[config.mk]
export PLATFORM = sky130hd
export DESIGN_NAME = pea_op_sched
export DESIGN_NICKNAME = d
export VERILOG_FILES = /design/src/rtl/pea_op_sched.sv
export SDC_FILE = /design/constraint.sdc
export NUM_CORES = 1
export LEC_CHECK = 0
export ABC_CLOCK_PERIOD_IN_PS = 2500
export CORE_MARGIN = 10
export CORE_UTILIZATION = 30
export CTS_CLUSTER_SIZE = 30
export DETAILED_ROUTE_END_ITERATION = 7
export GPL_ROUTABILITY_DRIVEN = 0
export PLACE_DENSITY_LB_ADDON = 0.3
export REMOVE_ABC_BUFFERS = 1
export SLEW_MARGIN = 10
export SYNTH_ARGS = -nofsm -noshare
export SYNTH_HDL_FRONTEND = slang
export SYNTH_SLANG_ARGS = --single-unit
[constraint.sdc]
create_clock -name clk -period 2.5 [get_ports clk]
set_input_delay 0.375 -clock clk [delete_from_list [all_inputs] [get_ports clk]]
set_output_delay 0.375 -clock clk [all_outputs]
set_load 0.005 [all_outputs]
[src/rtl/pea_op_sched.sv]
// pea_op_sched: sequences one F/G layer operation of the SC decoder over the
// shared P-lane PE array. Issues LLR reads one beat per cycle, then replays
// the beat address, opcode and lane mask RD_LAT cycles later as write-back.
module pea_op_sched #(
  parameter int LOG_N   = 10,
  parameter int LOG_P   = 4,
  parameter int RD_LAT  = 1,
  parameter int STAGE_W = 4,
  parameter int ADDR_W  = ((LOG_N - 1 - LOG_P) > 1) ? (LOG_N - 1 - LOG_P) : 1
) (
  input  logic                 clk,
  input  logic                 rst_n,
  input  logic                 cmd_valid,
  output logic                 cmd_ready,
  input  logic                 cmd_op,
  input  logic [STAGE_W-1:0]   cmd_stage,
  output logic                 rd_en,
  output logic [ADDR_W-1:0]    rd_addr,
  output logic                 wr_en,
  output logic [ADDR_W-1:0]    wr_addr,
  output logic                 pe_op,
  output logic [(1<<LOG_P)-1:0] pe_mask,
  output logic                 done,
  output logic                 err
);

  localparam int P = 1 << LOG_P;

  localparam logic [1:0] IDLE  = 2'd0;
  localparam logic [1:0] ISSUE = 2'd1;
  localparam logic [1:0] DRAIN = 2'd2;
  localparam logic [1:0] DONE  = 2'd3;

  // Active-lane mask: low min(P, 2^(s-1)) bits set.
  function automatic logic [P-1:0] calc_mask(input logic [STAGE_W-1:0] s);
    logic [P-1:0] m;
    int lanes;
    m = '0;
    if (s != '0) begin
      if (int'(s) - 1 >= LOG_P) begin
        m = '1;
      end else begin
        lanes = 1 << (int'(s) - 1);
        for (int i = 0; i < P; i++) begin
          if (i < lanes) m[i] = 1'b1;
        end
      end
    end
    return m;
  endfunction

  // Index of the final beat, B-1, where B = 2^(s-1-LOG_P) or 1.
  function automatic logic [ADDR_W-1:0] calc_last(input logic [STAGE_W-1:0] s);
    int b;
    b = 0;
    if (s != '0 && int'(s) <= LOG_N && int'(s) - 1 >= LOG_P)
      b = (1 << (int'(s) - 1 - LOG_P)) - 1;
    return b[ADDR_W-1:0];
  endfunction

  logic [1:0]        state;
  logic [ADDR_W-1:0] beat;
  logic [ADDR_W-1:0] last_beat;
  logic              op_q;
  logic [P-1:0]      mask_q;
  logic              err_q;
  logic              cmd_legal;
  logic              pend;

  // Read-side delay line; index RD_LAT-1 is the write-back stage.
  logic              vld_p  [RD_LAT];
  logic [ADDR_W-1:0] addr_p [RD_LAT];
  logic              op_p   [RD_LAT];
  logic [P-1:0]      mask_p [RD_LAT];

  assign cmd_legal = (cmd_stage != '0) && (int'(cmd_stage) <= LOG_N);

  assign cmd_ready = (state == IDLE);
  assign rd_en     = (state == ISSUE);
  assign rd_addr   = rd_en ? beat : '0;
  assign done      = (state == DONE);
  assign err       = done & err_q;

  assign wr_en   = vld_p[RD_LAT-1];
  assign wr_addr = addr_p[RD_LAT-1];
  assign pe_op   = op_p[RD_LAT-1];
  assign pe_mask = mask_p[RD_LAT-1];

  // Beats still in flight ahead of the write-back stage.
  always_comb begin
    pend = 1'b0;
    for (int i = 0; i < RD_LAT - 1; i++) pend = pend | vld_p[i];
  end

  // Command capture, beat counting and state sequencing.
  always_ff @(posedge clk or negedge rst_n) begin
    if (!rst_n) begin
      state     <= IDLE;
      beat      <= '0;
      last_beat <= '0;
      op_q      <= 1'b0;
      mask_q    <= '0;
      err_q     <= 1'b0;
    end else begin
      case (state)
        IDLE: begin
          if (cmd_valid) begin
            op_q      <= cmd_op;
            mask_q    <= calc_mask(cmd_stage);
            last_beat <= calc_last(cmd_stage);
            beat      <= '0;
            err_q     <= ~cmd_legal;
            state     <= cmd_legal ? ISSUE : DONE;
          end
        end
        ISSUE: begin
          if (beat == last_beat) state <= DRAIN;
          else                   beat  <= beat + 1'b1;
        end
        DRAIN: begin
          if (!pend) state <= DONE;
        end
        default: begin
          beat  <= '0;
          state <= IDLE;
        end
      endcase
    end
  end

  // Stage p0 takes the read strobe; later stages shift toward write-back.
  always_ff @(posedge clk or negedge rst_n) begin
    if (!rst_n) begin
      for (int i = 0; i < RD_LAT; i++) begin
        vld_p[i]  <= 1'b0;
        addr_p[i] <= '0;
        op_p[i]   <= 1'b0;
        mask_p[i] <= '0;
      end
    end else begin
      vld_p[0]  <= rd_en;
      addr_p[0] <= rd_addr;
      op_p[0]   <= rd_en & op_q;
      mask_p[0] <= rd_en ? mask_q : '0;
      for (int i = 1; i < RD_LAT; i++) begin
        vld_p[i]  <= vld_p[i-1];
        addr_p[i] <= addr_p[i-1];
        op_p[i]   <= op_p[i-1];
        mask_p[i] <= mask_p[i-1];
      end
    end
  end

endmodule
==> Word-level counts from Yosys, hierarchy flattened <==
Cells that the tools add are included.
{ "classes": {"addsub": 4, "n_lt_le_gt_ge": 18, "n_eq_ne": 7, "n_shift": 2, "mux": 28, "n_bitwise": 4, "n_reduce_logical": 7} }
{ "op_table": {"columns": ["op", "n"], "rows": [
  ["5-bit by 32-bit < comparator with 1-bit output, first input constant", 8],
  ["4-bit by 32-bit < comparator with 1-bit output, first input constant", 4],
  ["3-bit by 32-bit < comparator with 1-bit output, first input constant", 2],
  ["16-bit 2-to-1 mux", 3],
  ["1-bit by 32-bit < comparator with 1-bit output, first input constant", 1],
  ["2-bit by 32-bit < comparator with 1-bit output, first input constant", 1],
  ["1-bit by 32-bit left shift with 32-bit output, first input constant", 1],
  ["1-bit by 32-bit left shift with 5-bit output, first input constant", 1],
  ["5-bit 2-to-1 mux", 4],
  ["1-bit 2-to-1 mux", 16],
  ["5-bit case mux with 3 select lines", 1],
  ["2-bit 2-to-1 mux", 3],
  ["2-bit case mux with 3 select lines", 1],
  ["5-bit by 4-bit subtractor with 6-bit output, second input constant", 1],
  ["5-bit by 1-bit adder with 5-bit output, second input constant", 1],
  ["5-bit == test", 1],
  ["5-bit by 4-bit greater-or-equal comparator with 1-bit output, second input constant", 1],
  ["4-bit by 1-bit subtractor with 5-bit output, second input constant", 1],
  ["5-bit by 2-bit subtractor with 5-bit output, second input constant", 1],
  ["2-bit == test, second input constant", 2],
  ["4-bit less-or-equal comparator, second input constant", 1],
  ["2-bit inequality test, second input constant", 2],
  ["2-bit AND reduction", 2],
  ["4-bit nonzero test", 1],
  ["7 further kinds", 10]
]} }
{ "word_totals": {"reg_bits": 53, "output_inout_bits": 32, "wordCells": 80} }

==> Logic depth before layout (Yosys ltp) <==
{ "depth": {"ltp_word": 6, "mapped_depth": 15} }

==> Least setup slack after synthesis <==
Ideal clock, no wire load.
{ "synth_timing": {"path_type": "input -> register", "from": "in cmd_stage[0]", "to": "reg last_beat[4]", "setup_time_ns": 0.095, "arrival_time_ns": 2.808, "required_time_ns": 2.405, "slack_ns": -0.403, "cell_stages": 13, "path_buffers": 2, "path_cell_list": "buf_6 -> inv_1 -> ha_1 -> buf_4 -> or3b_1 -> ha_1 -> or2_2 -> a21oi_1 -> nand3_1 -> ha_1 -> inv_1 -> xnor2_1 -> o31ai_1"} }
{ "synth_between": {"elab_chain_cells": 5, "word_cells_on_any_way": 10, "cone_classes": "add/sub (3); order compare (2); shift (1); mux (1); reduce/logical (3)"} }
{ "synth_rtl": {"columns": ["element", "line_no", "source"], "rows": [
  ["from (decl)", "16", "input logic [STAGE_W-1:0] cmd_stage,"],
  ["4-bit by 1-bit subtractor with 5-bit output", "56, 57", null],
  ["5-bit by 4-bit subtractor with 6-bit output", "57", "b = (1 << (int'(s) - 1 - LOG_P)) - 1;"],
  ["1-bit by 32-bit left shift with 5-bit output", "57", null],
  ["5-bit by 2-bit subtractor with 5-bit output", "57", null],
  ["5-bit 2-to-1 mux *", "56", "if (s != '0 && int'(s) <= LOG_N && int'(s) - 1 >= LOG_P)"],
  ["to (signal assigned)", "110", "last_beat <= calc_last(cmd_stage);"],
  ["to (decl)", "63", "logic [ADDR_W-1:0] last_beat;"]
]} }
Mark *: on every way between the ends. The rest lies on a longest branch, timed or not.
A chain may end at the register's enable or synchronous reset.

==> Final worst setup path <==
Ends and elaborated chain as after synthesis.

==> flow_metrics.py <==
metrics = {
    "setup_path": {
        "endpoint": "last_beat[4]",
        "r2r_setup_slack_ns": 0.50,
        "r2r-end": "beat[4]",
        "crit_fanout": 4,
        "crit_start": "cmd_stage[0]",
        "timing.critical_path.arrival_ns": 2.60,
        "critical_path_class": "in2reg",
        "critPathLaunchType": "primary input",
        "ff2ff_path_depth": 6,
        "r2r-start": "state[0]",
        "cp-end-kind": "flip-flop",
        "crit_required_ns": 2.72,
    },
    "route": {
        "dr.pass1.iters": 4,
        "dr_total_vias": 1887,
        "drt_iter0_drc": 70,
        "ant_nets": 0,
        "viasPerCell": 4.74,
        "drt_wl_total_um": 5370,
        "route.detailed.drc": 0,
        "routedWlPerCell_um": 13.5,
    },
    "timing": {
        "finalClockSkew_ns": 0.00686,
        "setup_slack_ns": 0.126,
        "max_freq_ghz": 0.421,
        "period_minus_slack_ns": 2.37,
        "hold_viol_final": 0,
        "worstMarginPinSlew_ns": 0.794,
        "period_share": 0.950,
        "slew_headroom": 0.471,
        "setup_violations": 0,
        "finalMaxSlewViolations": 0,
    },
    "floorplan": {
        "fp.coreArea_mm2": 0.00822,
        "rows": 33,
        "start_util": 0.309,
        "dieArea_mm2": 0.0126,
        "die_w_um": 112,
        "ios": 40,
        "die_h_um": 112,
    },
    "min_path": {
        "hold_class": "in2async",
    },
    "synth": {
        "ys.flop_type": "dfrtp_1",
        "ys_types": 49,
        "synth_common_cells": "53 x dfrtp_1, 23 x and2_1, 15 x nand2_1",
        "yosysMostFrequentCell": "dfrtp_1",
        "synthCells": 227,
        "ys_seq_area_frac": 0.522,
        "synth_seq_cells": 53,
        "synthArstFlopShare": 1.00,
        "synth-edff-count": 0,
        "synth_largest_area_cell": "dfrtp_1",
        "synth_area_mm2": 0.00254,
        "yosys_warnings": 0,
        "yosysTopAreaCellShare": 0.522,
        "synth.avg_cell_area_um2": 11.2,
        "yosys-top-cells-area": "dfrtp_1 52%, ha_1 6.4%, and2_1 5.7%, a21o_1 3.5%, nand2_1 2.2%",
    },
    "grt": {
        "grt_first_pass_wirelength_um": 9220,
        "antenna_found_initial": 0,
        "grt_max_degree": 39,
        "gr-total-overflow": 0,
        "grt_pass1_vias": 1899,
        "track_usage": 0.0852,
    },
    "clocking": {
        "cts_tree": "done",
        "clock_path_buffers": 2,
        "path_clk_slew_ns": 0.10,
        "ctsHtreeMaxLevel": 2,
        "numCtsBuffers": 5,
        "clock-root-buffer": "clkbuf_8",
        "insertion_delay_ns": 0.30,
        "holdBufCountCts": 0,
        "cts.sinks": 53,
    },
    "finish": {
        "antenna_cells": 0,
        "drive_gt1_frac": 0.218,
        "nFillCells": 814,
        "nets": 313,
        "syn_to_final_growth_pct": 35.2,
    },
    "pwr": {
        "p_leak_nw": 1.57,
        "finalPower_mw": 3.08,
        "ir_drop_mv": 0.286,
        "cellPowerDensity_mw_per_mm2": 895,
    },
    "run": {
        "drv_cap": 0,
    },
    "placement": {
        "dp_hpwl_um": 3850,
        "port_buffers": 39,
        "dp_slack_ns": -0.719,
    },
    "outcome": {
        "outcome": "finished, final reports clean",
    },
}
cells in the final DEF (no fill, tap or decap), types with 2 or more instances in the layout:
cell type,synthesis,final
dfrtp_1,53,53
clkdlybuf4s50_1,0,34
buf_4,1,27
and2_1,23,23
nand2_1,15,15
a21o_1,12,12
inv_1,11,8
nor2_1,7,7
o21ai_0,7,7
ha_1,13,7
nand3b_1,6,6
clkbuf_8,0,6
nand2b_1,5,5
nand3_1,7,5
xor2_1,5,5
ha_4,0,4
inv_2,0,3
a31oi_1,3,3
nor2b_1,3,3
a2111oi_0,3,3
dlygate4sd2_1,0,3
xnor2_2,0,2
nand3_2,0,2
or3_1,2,2
nor3_1,3,2
o22ai_1,2,2
a21oi_1,3,2
mux2_2,2,2
o211ai_1,2,2
xnor2_1,4,2
a221o_1,2,2
ha_2,0,2
metal layers:
layer	part of all wire	track usage	up-vias	wire length [um]
met5	0	0	-	0
met4	0.017	0.0330	0	90
li1	-	-	921	-
met1	0.45	0.108	915	2420
met3	0.049	0.0213	6	263
met2	0.48	0.136	45	2600
worst min path at each step:
stage,end,cells after the start,slack [ns],from
5_1_grt,wr_addr[0],1,0.22,rst_n
2_1_floorplan,beat[0],0,0.08,rst_n
3_5_place_dp,mask_q[15],1,0.46,mask_q[15]
4_1_cts,wr_addr[0],1,0.18,rst_n
3_3_place_gp,mask_q[15],1,0.45,mask_q[15]
6_report,wr_addr[0],1,0.15,rst_n
layout make-up:
type,instances,area [um2],area share
repair buffers,68,618,0.180
multi-input cells,153,1220,0.356
flip-flops and latches,53,1330,0.386
inverters,11,41.3,0.0120
clock buffers,6,82.6,0.0240
clock inverters,2,13.8,0.00401
well taps,105,131,0.0383
critical path, cell delays in order:
cell	delay, ns
dlygate4sd2_1	0.26
inv_2	0.09
ha_4	0.17
or3b_4	0.41
ha_4	0.26
or2_4	0.24
a21oi_4	0.14
nand3_2	0.12
ha_4	0.19
inv_2	0.06
xnor2_1	0.07
o31ai_1	0.21
state kept, by name, indices dropped and copies added (netlist names), 2 cells and up:
signal and count:
mask_q 16, wr_addr 5, pe_mask 16, state 2
last_beat 5, beat 5
timing repair:
item / CTS / global route
endpoints found under the setup margin: 4 / 5
resized for setup: 16 / 10
setup buffers: 3 / 0
pin swaps: 7 / 6
power by group:
part | internal, mW | switching [mW] | total (mW) | leakage (nW)
Combinational | 0.680 | 0.575 | 1.25 | 0.836
Sequential | 1.17 | 0.150 | 1.32 | 0.681
Clock | 0.225 | 0.272 | 0.497 | 0.0512
cell families after synthesis:
| family | synth area share |
|---|---|
| flops | 0.522 |
| buf+inv | 0.0399 |
| fa+ha+maj | 0.0640 |
| mux | 0.0128 |
| simple gates | 0.187 |
| xor+xnor | 0.0310 |
| compound gates | 0.143 |
per-stage QoR:
step	hold WS, ns	setup TNS, ns	instances	util	area (um2)
CTS	0.176	0	398	0.409	3360
global route	0.218	-0.0182	398	0.418	3430
global placement	0.450	-2.68	387	0.390	3210
detailed placement	0.458	-3.75	387	0.390	3210
floorplan	0.0794	-0.717	217	-	2480
finish	0.154	0	398	0.418	3430
Power figures use the tool's default switching activity.
